### config.mk
export PLATFORM = sky130hd
export DESIGN_NAME = pdm_clock_gen
export DESIGN_NICKNAME = d
export VERILOG_FILES = /design/src/rtl/pdm_clock_gen.sv
export SDC_FILE = /design/constraint.sdc
export NUM_CORES = 1
export LEC_CHECK = 0
export BUFFER_PORTS_ARGS = -buffer_cell sky130_fd_sc_hd__buf_2
export CORE_ASPECT_RATIO = 0.5
export CORE_MARGIN = 2
export CORE_UTILIZATION = 35
export CTS_CLUSTER_SIZE = 10
export DETAILED_ROUTE_END_ITERATION = 8
export GPL_ROUTABILITY_DRIVEN = 1
export PLACE_DENSITY_LB_ADDON = 0.12
export SLEW_MARGIN = 20
export SYNTH_ARGS = -nofsm -noshare
export SYNTH_HDL_FRONTEND = slang
export SYNTH_SLANG_ARGS = --single-unit
export TNS_END_PERCENT = 10
### constraint.sdc
create_clock -name clock -period 2.5 [get_ports clock]
set_clock_uncertainty 0.05 [all_clocks]
set_input_delay 0.25 -clock clock [delete_from_list [all_inputs] [get_ports clock]]
set_output_delay 0.25 -clock clock [all_outputs]
set_load 0.01 [all_outputs]
### src/rtl/pdm_clock_gen.sv
// PDM microphone clock generator: qualifies PLL lock, releases a downstream
// reset, and divides the PLL clock into pdm_clk with rise/fall/sample strobes.
module pdm_clock_gen #(
  parameter int CLK_DIV   = 32,
  parameter int LOCK_WAIT = 1024,
  parameter int DECIM     = 64
) (
  input  logic clock,
  input  logic reset_n,
  input  logic locked,
  input  logic enable,
  output logic sys_reset_n,
  output logic pdm_clk,
  output logic pdm_rise,
  output logic pdm_fall,
  output logic sample_stb
);

  localparam int DIV_W = $clog2(CLK_DIV);
  localparam int PDM_W = $clog2(DECIM);
  localparam int SET_W = $clog2(LOCK_WAIT) + 1;

  localparam logic [DIV_W-1:0] DIV_LAST = DIV_W'(CLK_DIV - 1);
  localparam logic [DIV_W-1:0] DIV_HALF = DIV_W'(CLK_DIV / 2);
  localparam logic [PDM_W-1:0] PDM_LAST = PDM_W'(DECIM - 1);
  localparam logic [SET_W-1:0] SET_LAST = SET_W'(LOCK_WAIT - 1);

  typedef enum logic [1:0] {WAIT_LOCK, SETTLE, RUN} state_e;

  state_e             state_q;
  logic [1:0]         sync_q;
  logic [SET_W-1:0]   settle_cnt_q;
  logic               sys_rst_n_q;
  logic               locked_s;

  assign locked_s = sync_q[1];

  // Lock qualification FSM; sys_reset_n is registered alongside the state.
  always_ff @(posedge clock or negedge reset_n) begin
    if (!reset_n) begin
      sync_q       <= '0;
      state_q      <= WAIT_LOCK;
      settle_cnt_q <= '0;
      sys_rst_n_q  <= 1'b0;
    end else begin
      sync_q <= {sync_q[0], locked};
      case (state_q)
        WAIT_LOCK: begin
          settle_cnt_q <= '0;
          if (locked_s) state_q <= SETTLE;
        end
        SETTLE: begin
          if (!locked_s) begin
            state_q      <= WAIT_LOCK;
            settle_cnt_q <= '0;
          end else if (settle_cnt_q == SET_LAST) begin
            state_q      <= RUN;
            settle_cnt_q <= '0;
            sys_rst_n_q  <= 1'b1;
          end else begin
            settle_cnt_q <= settle_cnt_q + SET_W'(1);
          end
        end
        RUN: begin
          if (!locked_s) begin
            state_q     <= WAIT_LOCK;
            sys_rst_n_q <= 1'b0;
          end
        end
        default: begin
          state_q      <= WAIT_LOCK;
          settle_cnt_q <= '0;
          sys_rst_n_q  <= 1'b0;
        end
      endcase
    end
  end

  logic             active_q, active_d;
  logic [DIV_W-1:0] div_cnt_q, div_cnt_d;
  logic [PDM_W-1:0] pdm_cnt_q, pdm_cnt_d;
  logic             clk_q, clk_d, rise_q, rise_d, fall_q, fall_d, stb_q, stb_d;

  // Lost lock kills the datapath on the same edge the FSM leaves RUN.
  assign active_d = (state_q == RUN) && locked_s && enable;

  always_comb begin
    div_cnt_d = '0;
    pdm_cnt_d = '0;
    clk_d     = 1'b0;
    rise_d    = 1'b0;
    fall_d    = 1'b0;
    stb_d     = 1'b0;
    if (active_d) begin
      if (active_q) begin
        div_cnt_d = (div_cnt_q == DIV_LAST) ? '0 : div_cnt_q + DIV_W'(1);
        pdm_cnt_d = pdm_cnt_q;
        if (div_cnt_d == '0)
          pdm_cnt_d = (pdm_cnt_q == PDM_LAST) ? '0 : pdm_cnt_q + PDM_W'(1);
      end
      // Outputs derive from the next count so they line up with it when registered.
      clk_d  = (div_cnt_d < DIV_HALF);
      rise_d = (div_cnt_d == '0);
      fall_d = (div_cnt_d == DIV_HALF);
      stb_d  = rise_d && (pdm_cnt_d == PDM_LAST);
    end
  end

  always_ff @(posedge clock or negedge reset_n) begin
    if (!reset_n) begin
      active_q  <= 1'b0;
      div_cnt_q <= '0;
      pdm_cnt_q <= '0;
      clk_q     <= 1'b0;
      rise_q    <= 1'b0;
      fall_q    <= 1'b0;
      stb_q     <= 1'b0;
    end else begin
      active_q  <= active_d;
      div_cnt_q <= div_cnt_d;
      pdm_cnt_q <= pdm_cnt_d;
      clk_q     <= clk_d;
      rise_q    <= rise_d;
      fall_q    <= fall_d;
      stb_q     <= stb_d;
    end
  end

  assign sys_reset_n = sys_rst_n_q;
  assign pdm_clk     = clk_q;
  assign pdm_rise    = rise_q;
  assign pdm_fall    = fall_q;
  assign sample_stb  = stb_q;

endmodule
-- Word level (Yosys, flattened, before mapping)
Cells that the tools add are included.
- bits in registers: 32
- input bits: 4
- output and inout port bits: 5
- logic and storage cells: 61
- add/sub/neg operators: 3
- order comparisons: 1
- equal/unequal tests: 12
- muxes and demuxes: 25
- bitwise operators: 1
- reductions and logical operators: 8
- operator list (operator ; count):
    6-bit 2-to-1 mux ; 5
    11-bit 2-to-1 mux ; 2
    11-bit one-hot mux with 2 select lines ; 1
    5-bit 2-to-1 mux ; 4
    6-bit equality test (second input constant) ; 2
    11-bit by 1-bit adder with 11-bit output (second input constant) ; 1
    11-bit by 10-bit equality test with 1-bit output (second input constant) ; 1
    5-bit equality test (second input constant) ; 2
    5-bit zero test ; 2
    2-bit 2-to-1 mux ; 4
    2-bit != test (second input constant) ; 4
    1-bit 2-to-1 mux ; 7
    6-bit by 1-bit adder with 6-bit output (second input constant) ; 1
    2-bit one-hot mux with 3 select lines ; 1
    5-bit by 1-bit adder with 5-bit output (second input constant) ; 1
    5-bit < comparator (second input constant) ; 1
    4-bit AND reduction ; 1
    1-bit logical AND ; 3
    3-bit != test (second input constant) ; 1
    1-bit one-hot mux with 3 select lines ; 1
    3-bit AND reduction ; 1
    2-bit by 1-bit equality test with 1-bit output (second input constant) ; 1
    2-bit equality test (second input constant) ; 1
    2-bit zero test ; 1
    1-bit NOT ; 1

-- Logic depth before layout (Yosys ltp)
Gate-level depths: netlist of run 1.
- depth in word-level cells: 9
- mapped depth: 8
- depth with buffers taken out: 7

-- Worst setup path after synthesis of run 1
No wires, ideal clock.
- kind: register -> register
- from: register div_cnt_q[0]
- to: register stb_q, in the netlist sample_stb
- library setup time: 95 ps
- arrival: 2376 ps
- data required time: 2355 ps
- setup slack: -21 ps
- stages on the path, launching flop included: 9
- path buffers: 1
- period minus slack after synthesis: 2521 ps
- cells stage by stage: dfrtp_1 ha_1 and3_2 ha_1 nand2b_1 clkbuf_1 or4b_4 o2bb2ai_2 nor4b_2
- word-level cells in the longest chain between the ends: 9
- elaborated cells between the ends (all ways): 13
- classes of those cells: add/sub: 1; eq/ne: 2; mux: 7; reduce/logical: 3
- RTL lines (what ; RTL line ; RTL):
    start: declaration ; 80 ; logic [DIV_W-1:0] div_cnt_q, div_cnt_d;
    start signal: assignment ; 120 ; div_cnt_q <= div_cnt_d;
    5-bit by 1-bit adder with 5-bit output / 5-bit equality test (equally long branches) ; 96 ; div_cnt_d = (div_cnt_q == DIV_LAST) ? '0 : div_cnt_q + DIV_W'(1);
    5-bit 2-to-1 mux * ; 96 ;
    5-bit zero test ; 98 ; if (div_cnt_d == '0)
    6-bit 2-to-1 mux ; 98 ;
    6-bit 2-to-1 mux ; 95 ; if (active_q) begin
    6-bit 2-to-1 mux ; 94 ; if (active_d) begin
    6-bit equality test ; 105 ; stb_d = rise_d && (pdm_cnt_d == PDM_LAST);
    1-bit logical AND * ; 105 ;
    1-bit 2-to-1 mux * ; 94 ;
    via stb_d ; 82 ; logic clk_q, clk_d, rise_q, rise_d, fall_q, fall_d, stb_q, stb_d;
    end signal: assignment ; 125 ; stb_q <= stb_d;
    end: declaration ; 82 ;
Mark *: on every way through the listed nets, which the timed path passes. The rest lies on a longest branch. The select of a mux whose other input is x is not followed.
A chain may end at the register's enable or synchronous reset.

-- Worst setup path after layout of run 1
- from: register div_cnt_q[1]
- to: register stb_q, in the netlist sample_stb
Same word-level chain as after synthesis.

==> qor.txt, run 1 <==
final cell count without fillers: 234
CP Cell Sequence: ha_1, and3_2, ha_1, nand2b_4, or4_2, a21oi_2, nor4b_4
crit path DAT: 2560 ps
CP max-delay cell: or4_2
Setup crit start kind: flip-flop
# Max-Cap Violations: 0
sequential fraction of the synthesis area: 50.3%
Reg clk slew, reported paths: 70 ps
Die Area: 5140 sq um
fin crit share: 97.0%
P_leak: 0.838 nW
cell count after placement: 224
Initial DRC Count: 31
Layout area overhead: 18.2%
CP Class: flip-flop to flip-flop
Root Driver: clkbuf_8
Max stage delay on crit path: 620 ps
initial antenna violation count: 0
Max VDD drop: 0.000230 V
crit end category: flip-flop
Buffers on Ports: 8
fillers: 424
Post-route DRC: 0
Die H: 51.7 um
CTS tree: built
Boundary Pins: 9
synthesized cell area: 1590 sq um
Final min period: 2430 ps
YS warnings: 0
register area: 801 sq um
drt wl/cell: 13.4 um
Tot Pwr: 0.00105 W
top sig layer: met4
Post-synth EDFFs: 0
Chip Width: 99.4 um
CP Data Required Time: 2640 ps
Syn Inst Count: 157
Slew headroom: 52.7%
wire length of the first global-routing pass: 5440 um
clk buf depth: 2
TNS Setup: 0 ps
met3 WL: 77 um
Async SR Flop Fraction: 100%
Synth cell types: 41
Synth top area share: 50.3%
Final setup viols: 0
type of the most critical hold path: primary input to flip-flop
Initial Utilization: 36.4%
Met1 Wirelength: 1600 um
clock latency at the later pin of the worst-skew pair: 280 ps
Core Box Area: 4380 sq um
Inserted Clock Buffers: 5
WL final: 3150 um
clock sinks: 32
vias post-DR: 1217
Multi-input gate area: 778 sq um
met2 WL: 1460 um
outcome: finished, final reports clean
CTS H-tree lvls: 2
post-layout util: 43.0%
most used cell, CP: ha_1
grt ovf: 0
DP Wirelength: 2120 um
share of cells above drive strength 1: 19.8%
FF+latch count, synth: 32
area leader, netlist: dfrtp_1
worst slew pin tran: 710 ps
gpl congestion: 0.842
Post-DRT Antenna Nets: 0
Layout Nets: 185
diodes inserted: 0
Achievable Freq: 412 MHz
Max FO, Critical Path: 4
Slew Limit Fails: 0
Fin. Hold Viols: 0
row cnt: 17
Via density: 5.20
number of global-route vias before repair: 1139
most common cell in the netlist: dfrtp_1
Avg Inst Size Synth: 10.1 sq um
Synth Flop Type: dfrtp_1
drt first pass iters: 4
Synth Net Count: 166
Post-synth top cells: dfrtp_1 (32), o21ai_0 (14), nand2_1 (12)
Synth area leaders: dfrtp_1 (50%), o21ai_0 (4.4%), ha_1 (3.9%), a21oi_1 (3.1%), and3_1 (3.1%)
Total GRT Usage: 13.8%
largest net degree at the start of global routing: 33
Pwr Density: 556 nW/um^2
final timing paths:
check	startpoint	to	slack [ps]	cells past startpoint
hold reg to reg	sync_q[0]	sync_q[1]	300	0
min in group asynchronous	reset_n	pdm_cnt_q[5]	510	2
max in group asynchronous	reset_n	pdm_clk	1440	2
hold / removal	locked	sync_q[0]	20	1
setup / recovery	div_cnt_q[1]	sample_stb	70	7
setup reg to reg	div_cnt_q[1]	sample_stb	70	7
flip-flops by register name (all words and copies together) (netlist names):
register,count
settle_cnt_q,11
pdm_cnt_q,6
div_cnt_q,5
state_q,2
sync_q,2
active_q,1
pdm_clk,1
pdm_fall,1
pdm_rise,1
sample_stb,1
sys_reset_n,1
cell type report:
cell class / instances / share of cell area, %
clock inverter: 3 / 2.26
clock buffer: 5 / 3.65
sequential: 32 / 42.5
timing repair buffer: 17 / 5.85
inverter: 3 / 0.598
tap: 57 / 3.79
multi-input combinational: 117 / 41.3
metal layers:
| layer | vias to the layer above | track usage (%) |
|---|---|---|
| li1 | 606 | - |
| met1 | 602 | 18.2 |
| met2 | 7 | 21.8 |
| met3 | 2 | 4.44 |
| met4 | 0 | 4.79 |
| met5 | - | 0 |
critical path: cells and delay by family, from the launching register on:
| family | cells | cell delay, ps |
|---|---|---|
| flip-flops | 1 | 420 |
| AND/OR/NAND/NOR | 4 | 1210 |
| adder cells (fa/ha/maj) | 2 | 500 |
| AO/OA/AOI/OAI | 1 | 170 |
cell families (layout without fill, tap and decap cells):
logic type	count (synthesis)	in the layout	share of synthesized area, %
simple gates	65	65	24.1
compound gates	40	40	15.7
flops	32	32	50.3
buf+inv	8	28	2.12
xor+xnor	7	7	3.85
fa+ha+maj	5	5	3.93
repair_timing:
action,CTS,global route
gates resized for setup,1,2
hold buffers,1,0
hold endpoints to repair,32,0
setup buffers,0,1
pin swaps,0,1
setup endpoints to repair,1,1
cloned,0,0
metrics by stage:
step | hold slack [ps] | setup slack, ps | cell area [sq um]
after global routing | 7.79 | -18.0 | 1880
after CTS | 15.6 | 17.9 | 1860
final | 23.1 | 73.8 | 1880
after detailed placement | 295 | 10.1 | 1730
after floorplan | -95.6 | 7.16 | 1590
after global placement | 284 | 118 | 1730
layout by cell type, fill, tap and decap left out, drive strengths merged, types with 3 or more instances in the layout:
cell	count
nor3	8
inv	3
o2bb2ai	3
xor2	4
nand2	13
dfrtp	32
nor2	7
and3	9
buf	16
ha	5
a21oi	10
o21ai	14
clkbuf	5
nand3	5
a31oi	3
xnor2	3
nand3b	4
where the power goes:
| group | total, W | switching [W] | leakage (nW) | internal (W) |
|---|---|---|---|---|
| clock | 0.000498 | 0.000203 | 0.0541 | 0.000295 |
| combinational | 0.0000233 | 0.0000165 | 0.344 | 0.00000680 |
| sequential | 0.000525 | 0.00000386 | 0.439 | 0.000521 |
| total | 0.00105 | 0.000223 | 0.838 | 0.000823 |
Note: power is estimated with default switching activity, not from simulation.
==> inputs of run 2 (changes only) <==
==> constraint.sdc (replaced) <==
create_clock -name clock -period 2.3 [get_ports clock]
set_clock_uncertainty 0.05 [all_clocks]
set_input_delay 0.23 -clock clock [delete_from_list [all_inputs] [get_ports clock]]
set_output_delay 0.23 -clock clock [all_outputs]
set_load 0.01 [all_outputs]
==> run 2 against run 1 <==
  * Core utilization is 0.74 points higher
  * Sequential power grew 8.8%
  * Worst hold slack better by 250 ps
  * Critical path type unchanged
  * Largest cell class is now multi-input combinational cells
  * Largest power group unchanged
==> qor.txt, run 2 (synthesis gave the netlist of run 1 again) <==
hold endpoint: active_q
Final setup viols: 0
Via density: 5.26
Worst R2R Start: div_cnt_q[0]
worst r2r dst: sample_stb
drt first pass iters: 7
Post-DRT Antenna Nets: 0
Setup crit start: div_cnt_q[0]
Chip Width: 99.4 um
Slew Limit Fails: 0
Reg clk slew, reported paths: 70 ps
TNS Setup: 0 ps
r2r worst-path depth: 7
drt wl/cell: 13.8 um
most frequent cells in the layout: dfrtp_1 (32), o21ai_0 (14), nand2_1 (12)
Final min period: 2130 ps
Max VDD drop: 0.000299 V
CTS H-tree lvls: 2
WL final: 3250 um
crit path DAT: 2280 ps
max FFs per register: 11
Layout Nets: 186
internal power: 0.000897 W
worst slew pin tran: 720 ps
initial antenna violation count: 0
Pwr Density: 594 nW/um^2
sequential share of power: 50.2%
Comb pwr share: 2.4%
Post-route DRC: 0
CP Class: flip-flop to flip-flop
fin crit share: 92.7%
row cnt: 17
type of the most critical hold path: primary input to flip-flop
Inserted Clock Buffers: 5
wire length of the first global-routing pass: 5620 um
vias post-DR: 1235
Die Area: 5140 sq um
R2R setup slack: 170 ps
Total GRT Usage: 14.5%
# Max-Cap Violations: 0
largest net degree at the start of global routing: 33
clk buf depth: 2
Layout area overhead: 20.3%
DP Wirelength: 2170 um
share of cells above drive strength 1: 20.8%
diodes inserted: 0
crit end category: flip-flop
Fin. Hold Viols: 0
grt ovf: 0
commonest non-fill, non-tap cell in the layout: dfrtp_1
sw frac: 21.2%
Die H: 51.7 um
P_leak: 0.838 nW
Initial Utilization: 36.4%
clock sinks: 32
Initial DRC Count: 58
Min-Delay Path Depth: 2
clock latency at the later pin of the worst-skew pair: 290 ps
Root Driver: clkbuf_8
Slew headroom: 52.0%
hold_sp: enable
RSZ-0062 raised after global routing: no
P_sw: 0.000242 W
Max FO, Critical Path: 3
Largest Register: settle_cnt_q
largest registers: settle_cnt_q (11), pdm_cnt_q (6), div_cnt_q (5)
number of global-route vias before repair: 1156
CTS tree: built
outcome: finished, final reports clean
Clock power frac: 47.5%
gpl congestion: 0.773
CP Data Required Time: 2450 ps
Setup crit start kind: flip-flop
Boundary Pins: 9
Core Box Area: 4380 sq um
Hold WS: 269 ps
Achievable Freq: 469 MHz
Buffers on Ports: 8
## run 2: cell types whose count changed in the layout (fill, tap and decap cells not counted)
cell,delta
clkinvlp_4,-1
dlygate4sd3_1,+1
ha_2,+1
ha_4,+1
nor3_1,-1
and3_2,-1
and3_4,+1
nor3_2,+1
clkbuf_1,+1
or4_2,-1
ha_1,-2
or4_4,+1
## run 2: how the worst max path moves through the flow
stage / to / slack (ps) / depth (start not counted)
global route: sample_stb / 30 / 7
detailed placement: sample_stb / 40 / 7
global placement: sample_stb / 90 / 7
floorplan: sample_stb / 50 / 8
CTS: sample_stb / 1 / 7
finish: sample_stb / 170 / 7
## run 2: metal layers
metal,wire [um],vias to the layer above,share of wire [%],track usage (%)
li1,-,609,-,-
met2,1440,19,44,21.8
met5,0,-,0,0
met3,104,6,3.2,5.24
met1,1640,601,50,19.6
met4,68,0,2.1,4.79
## run 2: critical path, stage by stage, from the launching register on
cell and delay [ps]:
dfrtp_1 390, ha_2 190, buf_4 140, xnor2_1 180, a21oi_1 100, o21ai_0 220
or3b_2 500, nor4b_4 270
## run 2: repair_timing
item,CTS,global route
setup buffers,0,1
endpoints found under the setup margin,0,1
resized for setup,0,4
hold endpoints to repair,33,0
hold buffers,2,0
## run 2: power by group through the flow
stage	clock network [W]	logic, W	registers (W)
CTS	0.000562	0.0000284	0.000571
global route	0.000583	0.0000315	0.000571
detailed placement	0	0.0000257	0.000582
global placement	0	0.0000253	0.000582
finish	0.000540	0.0000268	0.000571
floorplan	0	0.00000934	0.000581
## run 2: stage by stage
step	std cells	util (%)	power [W]	instance area (sq um)	setup slack [ps]
2_1_floorplan	157	-	0.000590	1630	53.2
3_3_place_gp	224	40.2	0.000607	1760	93.0
3_5_place_dp	224	40.2	0.000607	1760	38.1
4_1_cts	234	43.1	0.00116	1890	1.49
5_1_grt	235	43.7	0.00119	1920	34.5
6_report	235	43.7	0.00114	1920	168
## run 2: final cells by class
type                       instances  area [sq um]
fill                             440          2470
multi-input combinational        117           805
sequential                        32           801
timing repair buffer              18           120
clock buffer                       6          72.6
tap                               57          71.3
clock inverter                     2          35.0
inverter                           3          11.3
